File: src/rtl/sim_result_pkg.sv
// Shared types and constants for the simulation pass/fail monitor.
package sim_result_pkg;

    typedef enum logic [1:0] {
        IDLE,
        TRACK,
        PASS,
        FAIL
    } sim_result_state_e;

    localparam int unsigned CYC_CNT_W = 16;
    localparam logic [CYC_CNT_W-1:0] CYC_CNT_MAX = 16'hFFFF;

endpackage

File: src/rtl/sim_result_monitor_sat_counter.sv
// Saturating up-counter with enable and asynchronous active-low reset.
module sat_counter #(
    parameter int unsigned WIDTH = 16,
    parameter logic [WIDTH-1:0] MAX = '1
) (
    input  logic             clk,
    input  logic             reset_n,
    input  logic             en,
    output logic [WIDTH-1:0] count
);

    always_ff @(posedge clk or negedge reset_n) begin
        if (!reset_n) begin
            count <= '0;
        end else if (en && (count != MAX)) begin
            count <= count + 1'b1;
        end
    end

endmodule

File: src/rtl/sim_result_monitor.sv
// Checks an observed stream against a modular-increment model and raises passed/failed.
// Optional timeout into FAIL is enabled by SIM_RESULT_MONITOR_TIMEOUT_EN.
module sim_result_monitor
    import sim_result_pkg::*;
#(
    parameter int unsigned WIDTH      = 8,
    parameter int unsigned STEP       = 1,
    parameter int unsigned PASS_COUNT = 16,
    parameter int unsigned MAX_CYCLES = 100
) (
    input  logic                 clk,
    input  logic                 reset_n,
    input  logic                 obs_valid,
    input  logic [WIDTH-1:0]     obs_value,
    output logic                 passed,
    output logic                 failed,
    output logic [CYC_CNT_W-1:0] cyc_cnt,
    output logic [CYC_CNT_W-1:0] match_cnt
);

    localparam logic [WIDTH-1:0]     STEP_W    = WIDTH'(STEP);
    localparam logic [CYC_CNT_W-1:0] PASS_LAST = CYC_CNT_W'(PASS_COUNT - 1);

    // Elaboration-time guard against unusable configurations.
    if ((PASS_COUNT < 2) || (MAX_CYCLES > 32'(CYC_CNT_MAX))) begin : g_bad_param
        $error("sim_result_monitor: invalid PASS_COUNT or MAX_CYCLES");
    end

    sim_result_state_e state;
    sim_result_state_e state_next;
    logic [WIDTH-1:0]  expected;
    logic [WIDTH-1:0]  expected_next;
    logic              match_en;

    sat_counter #(
        .WIDTH (CYC_CNT_W),
        .MAX   (CYC_CNT_MAX)
    ) u_cyc_cnt (
        .clk     (clk),
        .reset_n (reset_n),
        .en      (1'b1),
        .count   (cyc_cnt)
    );

    // match_cnt is zero in IDLE, so the capture's increment yields 1.
    sat_counter #(
        .WIDTH (CYC_CNT_W),
        .MAX   (CYC_CNT_MAX)
    ) u_match_cnt (
        .clk     (clk),
        .reset_n (reset_n),
        .en      (match_en),
        .count   (match_cnt)
    );

    always_comb begin
        state_next    = state;
        expected_next = expected;
        match_en      = 1'b0;
        unique case (state)
            IDLE: begin
                if (obs_valid) begin
                    expected_next = obs_value + STEP_W;
                    match_en      = 1'b1;
                    state_next    = TRACK;
                end
            end
            TRACK: begin
                if (obs_valid) begin
                    if (obs_value == expected) begin
                        expected_next = expected + STEP_W;
                        match_en      = 1'b1;
                        if (match_cnt == PASS_LAST) begin
                            state_next = PASS;
                        end
                    end else begin
                        state_next = FAIL;
                    end
                end
            end
            PASS: ;
            FAIL: ;
            default: state_next = IDLE;
        endcase
`ifdef SIM_RESULT_MONITOR_TIMEOUT_EN
        // A pass decided on the timeout cycle stands.
        if ((cyc_cnt == CYC_CNT_W'(MAX_CYCLES)) &&
            ((state == IDLE) || (state == TRACK)) &&
            (state_next != PASS)) begin
            state_next = FAIL;
        end
`endif
    end

    always_ff @(posedge clk or negedge reset_n) begin
        if (!reset_n) begin
            state    <= IDLE;
            expected <= '0;
            passed   <= 1'b0;
            failed   <= 1'b0;
        end else begin
            state    <= state_next;
            expected <= expected_next;
            passed   <= (state_next == PASS);
            failed   <= (state_next == FAIL);
        end
    end

endmodule

File: config.mk
export PLATFORM = sky130hd
export DESIGN_NAME = sim_result_monitor
export DESIGN_NICKNAME = d
export VERILOG_FILES = /design/src/rtl/sim_result_pkg.sv /design/src/rtl/sim_result_monitor_sat_counter.sv /design/src/rtl/sim_result_monitor.sv
export SDC_FILE = /design/constraint.sdc
export NUM_CORES = 1
export LEC_CHECK = 0
export BUFFER_PORTS_ARGS = -buffer_cell sky130_fd_sc_hd__buf_2
export CAP_MARGIN = 40
export CORE_MARGIN = 3
export CORE_UTILIZATION = 50
export CTS_CLUSTER_SIZE = 16
export DETAILED_ROUTE_END_ITERATION = 8
export GPL_ROUTABILITY_DRIVEN = 0
export GPL_TIMING_DRIVEN = 0
export PLACE_DENSITY = 0.85
export SLEW_MARGIN = 25
export SYNTH_ARGS = -nofsm -noshare
export SYNTH_HDL_FRONTEND = slang
export SYNTH_SLANG_ARGS = --single-unit
File: constraint.sdc
create_clock -name clk -period 2.1 [get_ports clk]
set_input_delay 0.21 -clock clk [delete_from_list [all_inputs] [get_ports clk]]
set_output_delay 0.21 -clock clk [all_outputs]
set_load 0.01 [all_outputs]
; ---- Yosys cells after proc, flatten, opt, wreduce, memory -nomap -nowiden
; Index checks and enable logic that the tools add are counted.
[word_totals]
reg_bits = 44
out_inout_bits = 34
word_cells = 37
[op_classes]
n_addsub = 4
eq_ne = 10
muxes = 13
reduce_logical = 4
[op_table]
columns = op, count
row1 = $add 16x1->16 const B, 2
row2 = $ne 16x16->1 const B, 2
row3 = $mux 8, 3
row4 = $add 8x1->8 const B, 2
row5 = $eq 16x4->1 const B, 1
row6 = $pmux 8 s2, 1
row7 = $eq 8x8->1, 1
row8 = $mux 2, 4
row9 = $ne 2x2->1 const B, 3
row10 = $eq 2x2->1 const B, 2
row11 = $pmux 2 s2, 1
row12 = $reduce_and 4->1, 1
row13 = $mux 1, 3
row14 = $eq 2x1->1 const B, 1
row15 = $logic_not 2->1, 1
row16 = $pmux 1 s2, 1
row17 = $reduce_bool 2->1, 1
row18 = $logic_and 1x1->1, 1

; ---- Logic depth before layout (Yosys ltp)
[depth]
ltp_word = 6
ltp_mapped = 12

; ---- By module
; From an unflattened synthesis, not the netlist that was laid out.
[unflattened]
cells_unflattened = 278
area_unflattened_um2 = 2869.0
[modules_own_cells]
columns = module, instances, cells_per_inst, area_per_inst_um2, seq_area_each_um2
row1 = sim_result_monitor, 1, 129, 1124.8, 300.3
row2 = sat_counter (u_match_cnt), 1, 77, 884.6, 400.4
row3 = sat_counter (u_cyc_cnt), 1, 72, 859.6, 400.4

; ---- Least setup slack after synthesis
; No wires, ideal clock.
[synth_path]
path_type = register -> register
startpoint = register (tool-made name)
endpoint = register expected[4]
setup_time_ns = 0.127
arrival_ns = 2.097
setup_slack_ns = -0.124
stages_incl_launch_ff = 11
synth_period_minus_slack_ns = 2.224
path_cell_list = dfrtp_1 -> nand2b_1 -> buf_4 -> buf_6 -> clkbuf_1 -> o21ai_0 -> ha_1 -> inv_1 -> o31a_1 -> a31oi_1 -> a21oi_1
[synth_lines]
columns = item, line
row1 = "end signal, assigned", sim_result_monitor.sv:103  ; expected <= expected_next;
row2 = "end, declared", sim_result_monitor.sv:31  ; logic [WIDTH-1:0] expected;

; ---- Worst setup path after layout
[layout_path]
startpoint = register expected[4]
endpoint = register expected[1]
[layout_between]
elab_chain_len = 3
[layout_rtl]
columns = item, line
row1 = $eq 8x8->1, sim_result_monitor.sv:70  ; if (obs_value == expected) begin
row2 = $ne 2x2->1 (no line), n/a
row3 = $reduce_and 4->1 (no line), n/a
; No other way between the ends.
; A chain may end at the register's enable or synchronous reset.

==> run_results.csv <==
group,metric,value,unit
final_layout,layout.nets,341,
logic_synthesis,syn-cell-area,2620,µm²
logic_synthesis,synth_top_area_cell,"dfrtp_1",
critical_path,startpoint,"expected[4]",
floorplan,core-area,4880,µm²
detailed_routing,antenna_left,0,
logic_synthesis,syn_inst,269,
global_routing,grt.total_usage,20.7,%
global_routing,grt_start_max_net_pins,26,
timing,setup_viol,0,
logic_synthesis,synth_edf_count,0,
final_layout,synthToLayoutAreaGrowth,21.8,%
global_routing,grt_pass1_vias,2219,
final_layout,drive_gt1_share,27.4,%
timing,fin_ws,0.0343,ns
timing,finalClockSkew,0.00716,ns
floorplan,die_w,78.4,µm
critical_path,cp_slowest_stage_delay,0.44,ns
detailed_routing,route.detailed.vias_per_inst,5.86,
detailed_routing,drt_iter0_markers,141,
timing,fmaxAchievable,0.484,GHz
cts,clkLatencyLatePin,0.29,ns
timing,finalCritPeriodShare,98.4,%
cts,clockBufferDepth,2,
global_routing,grt.overflow.total,0,
detailed_routing,vias,2315,
logic_synthesis,ys_ff_latch,44,
cts,cts.sinks,44,
power_and_ir_drop,finalPower,1.90,mW
placement,dpl.cell_count,381,
power_and_ir_drop,p_int,1.40,mW
placement,dpl.hpwl,4440,µm
logic_synthesis,synth_warnings,0,
logic_synthesis,yosys_most_used_dff,"dfrtp_1",
final_layout,n_antenna_cell,0,
detailed_routing,wl,6040,µm
logic_synthesis,synth_commonest_cells,"44 x dfrtp_1, 28 x nand2_1, 20 x xnor2_1, 17 x nand4_1, 17 x nor2_1",
critical_path,cp.required,2.28,ns
power_and_ir_drop,swShare,26.5,%
critical_path,worst-setup-path-type,"flop to flop",
power_and_ir_drop,power_leakage,1.50,nW
cts,root_buffer,"clkbuf_8",
floorplan,start_util,53.7,%
cts,cts_tree,"yes",
critical_path,crit_chain,"xor2_1 > nor4_2 > a21bo_2 > buf_4 > and2_1 > buf_6 > mux2_2",
timing,relSlewSlack,59.9,%
timing,drv_slew,0,
placement,portBuffers,44,
critical_path,crit_path_start_kind,"flop",
critical_path,critPathArrivalTime,2.24,ns
global_routing,grt_first_pass_wirelength,10300,µm
detailed_routing,drt_pass1_iterations,4,
logic_synthesis,synth_area_per_cell,9.75,µm²
detailed_routing,drc,0,
hold_path,min_from,"obs_value[0]",
power_and_ir_drop,switchingPower,0.505,mW
timing,fin_crit,2.07,ns
logic_synthesis,synth_nets,283,
floorplan,die_h,78.4,µm
final_layout,nFillCells,398,
power_and_ir_drop,seqPwrFrac,49.6,%
timing,hold_violations,0,
power_and_ir_drop,ir_drop,0.000358,V
detailed_routing,wl_per_cell,15.3,µm
floorplan,die_area,6150,µm²
critical_path,r2r-start,"expected[4]",
floorplan,boundaryPins,45,
power_and_ir_drop,powerDensity,596,nW/µm²
placement,post-place-ws,-0.247,ns
global_routing,antenna_found_initial,0,
logic_synthesis,ys_seq_area_share,42.0,%
power_and_ir_drop,combPwrFrac,14.4,%
cts,numCtsBuffers,5,
logic_synthesis,yosysUniqueCellTypes,52,
floorplan,rows,25,
critical_path,cp_max_fo,7,
logic_synthesis,synth.area.top_cells,"dfrtp_1 42%, xnor2_1 6.7%, xor2_1 4.3%",
critical_path,path_delay_family,"simple AND/OR/NAND/NOR gates",
critical_path,slowest_stage,"dfrtp_1",
run_status,status,"finished clean",
hold_path,hp-class,"primary input to flop",
final_layout,final_cells,395,
critical_path,cp-end-kind,"flop",
cts,clkTransAtPathRegs,0.08,ns
timing,worst_slew_pin_slew,0.599,ns
logic_synthesis,yosysMostFrequentCell,"dfrtp_1",
critical_path,critPathBufInv,2,
cts,htree_levels,2,
logic_synthesis,yosysTopAreaCellShare,42.0,%
timing,holdWs,0.264,ns
logic_synthesis,synthArstFlopShare,100,%
power_and_ir_drop,p_clk_share,36.0,%
run,maxCapViolCount,0,
placed cells by master (no fill, tap or decap), drive strengths merged, types with 3 or more instances in the layout:
master | Yosys | final
buf | 7 | 58
dfrtp | 44 | 44
nand2 | 28 | 28
xnor2 | 20 | 20
nor2 | 17 | 17
nand4 | 17 | 17
and3 | 15 | 15
xor2 | 13 | 13
nand3 | 12 | 12
clkbuf | 4 | 9
mux2i | 8 | 8
a21oi | 7 | 7
a31oi | 7 | 7
inv | 7 | 7
mux2 | 7 | 7
and2 | 6 | 6
nor4 | 5 | 5
and4 | 4 | 4
a211oi | 4 | 4
o21ai | 4 | 4
nand2b | 3 | 3
ha | 3 | 3
sequential cells by signal, indices dropped and copies added (netlist names), named ones only:
name and flops:
expected 8, failed 1, passed 1, state 1
u_cyc_cnt.count 16, u_match_cnt.count 16
metal layers:
metal	vias to the layer above	global-route usage (%)	routed length (µm)
met5	-	0	0
met4	0	7.17	99
met3	9	3.21	278
met2	64	33.6	2870
met1	1134	28.4	2800
li1	1108	-	-
cells by family after synthesis:
family                   Yosys count  synth area share [%]
multiplexers                      15                  6.82
AND/OR/NAND/NOR                  114                  23.0
AO/OA/AOI/OAI                     42                  12.2
flip-flops                        44                  42.0
buffers and inverters             18                  3.48
XOR/XNOR                          33                  11.0
adder cells (fa/ha/maj)            3                  1.43
power by group through the flow:
stage	sequential (mW)	combinational, mW	clock (mW)
finish	0.945	0.274	0.685
global route	0.953	0.302	0.732
CTS	0.943	0.272	0.703
global placement	0.958	0.243	0
floorplan	0.956	0.158	0
detailed placement	0.960	0.260	0
final timing paths:
path | endpoint | slack (ns) | cells after the start
max | expected[1] | 0.03 | 7
min | expected[0] | 0.26 | 4
max reg2reg | expected[1] | 0.03 | 7
min reg2reg | u_cyc_cnt.count[6] | 0.51 | 1
max in group asynchronous | asynchronous set/reset pin | 1.16 | 3
min in group asynchronous | u_cyc_cnt.count[15] | 0.42 | 2
repair_timing:
action | 4_1_cts | 5_1_grt
pin swaps | 1 | 5
hold buffers | 1 | 0
hold endpoints to repair | 19 | 0
endpoints found under the setup margin | 9 | 9
setup buffers | 1 | 5
resized for setup | 5 | 11
stage by stage:
| stage | area (µm²) | TNS, ns | util (%) |
|---|---|---|---|
| 3_3_place_gp | 2930 | -0.375 | 60.1 |
| 6_report | 3190 | 0 | 65.5 |
| 3_5_place_dp | 2960 | -0.552 | 60.7 |
| 5_1_grt | 3190 | -0.00261 | 65.5 |
| 2_1_floorplan | 2630 | 0 | - |
| 4_1_cts | 3130 | 0 | 64.1 |
layout make-up:
class / count / area, µm² / share of cell area (%)
sequential: 44 / 1100 / 34.5
buffer: 10 / 76.3 / 2.39
tap: 67 / 83.8 / 2.62
multi-input combinational: 207 / 1480 / 46.3
inverter: 7 / 28.8 / 0.901
timing repair buffer: 52 / 303 / 9.48
clock buffer: 6 / 82.6 / 2.59
clock inverter: 2 / 38.8 / 1.21
worst register-to-register path: stages, from the launching register on:
cell and delay (ns):
dfrtp_1 0.44, xor2_1 0.19, nor4_2 0.39, a21bo_2 0.19
buf_4 0.14, and2_1 0.15, buf_6 0.13, mux2_2 0.32
Power figures use the tool's default switching activity.
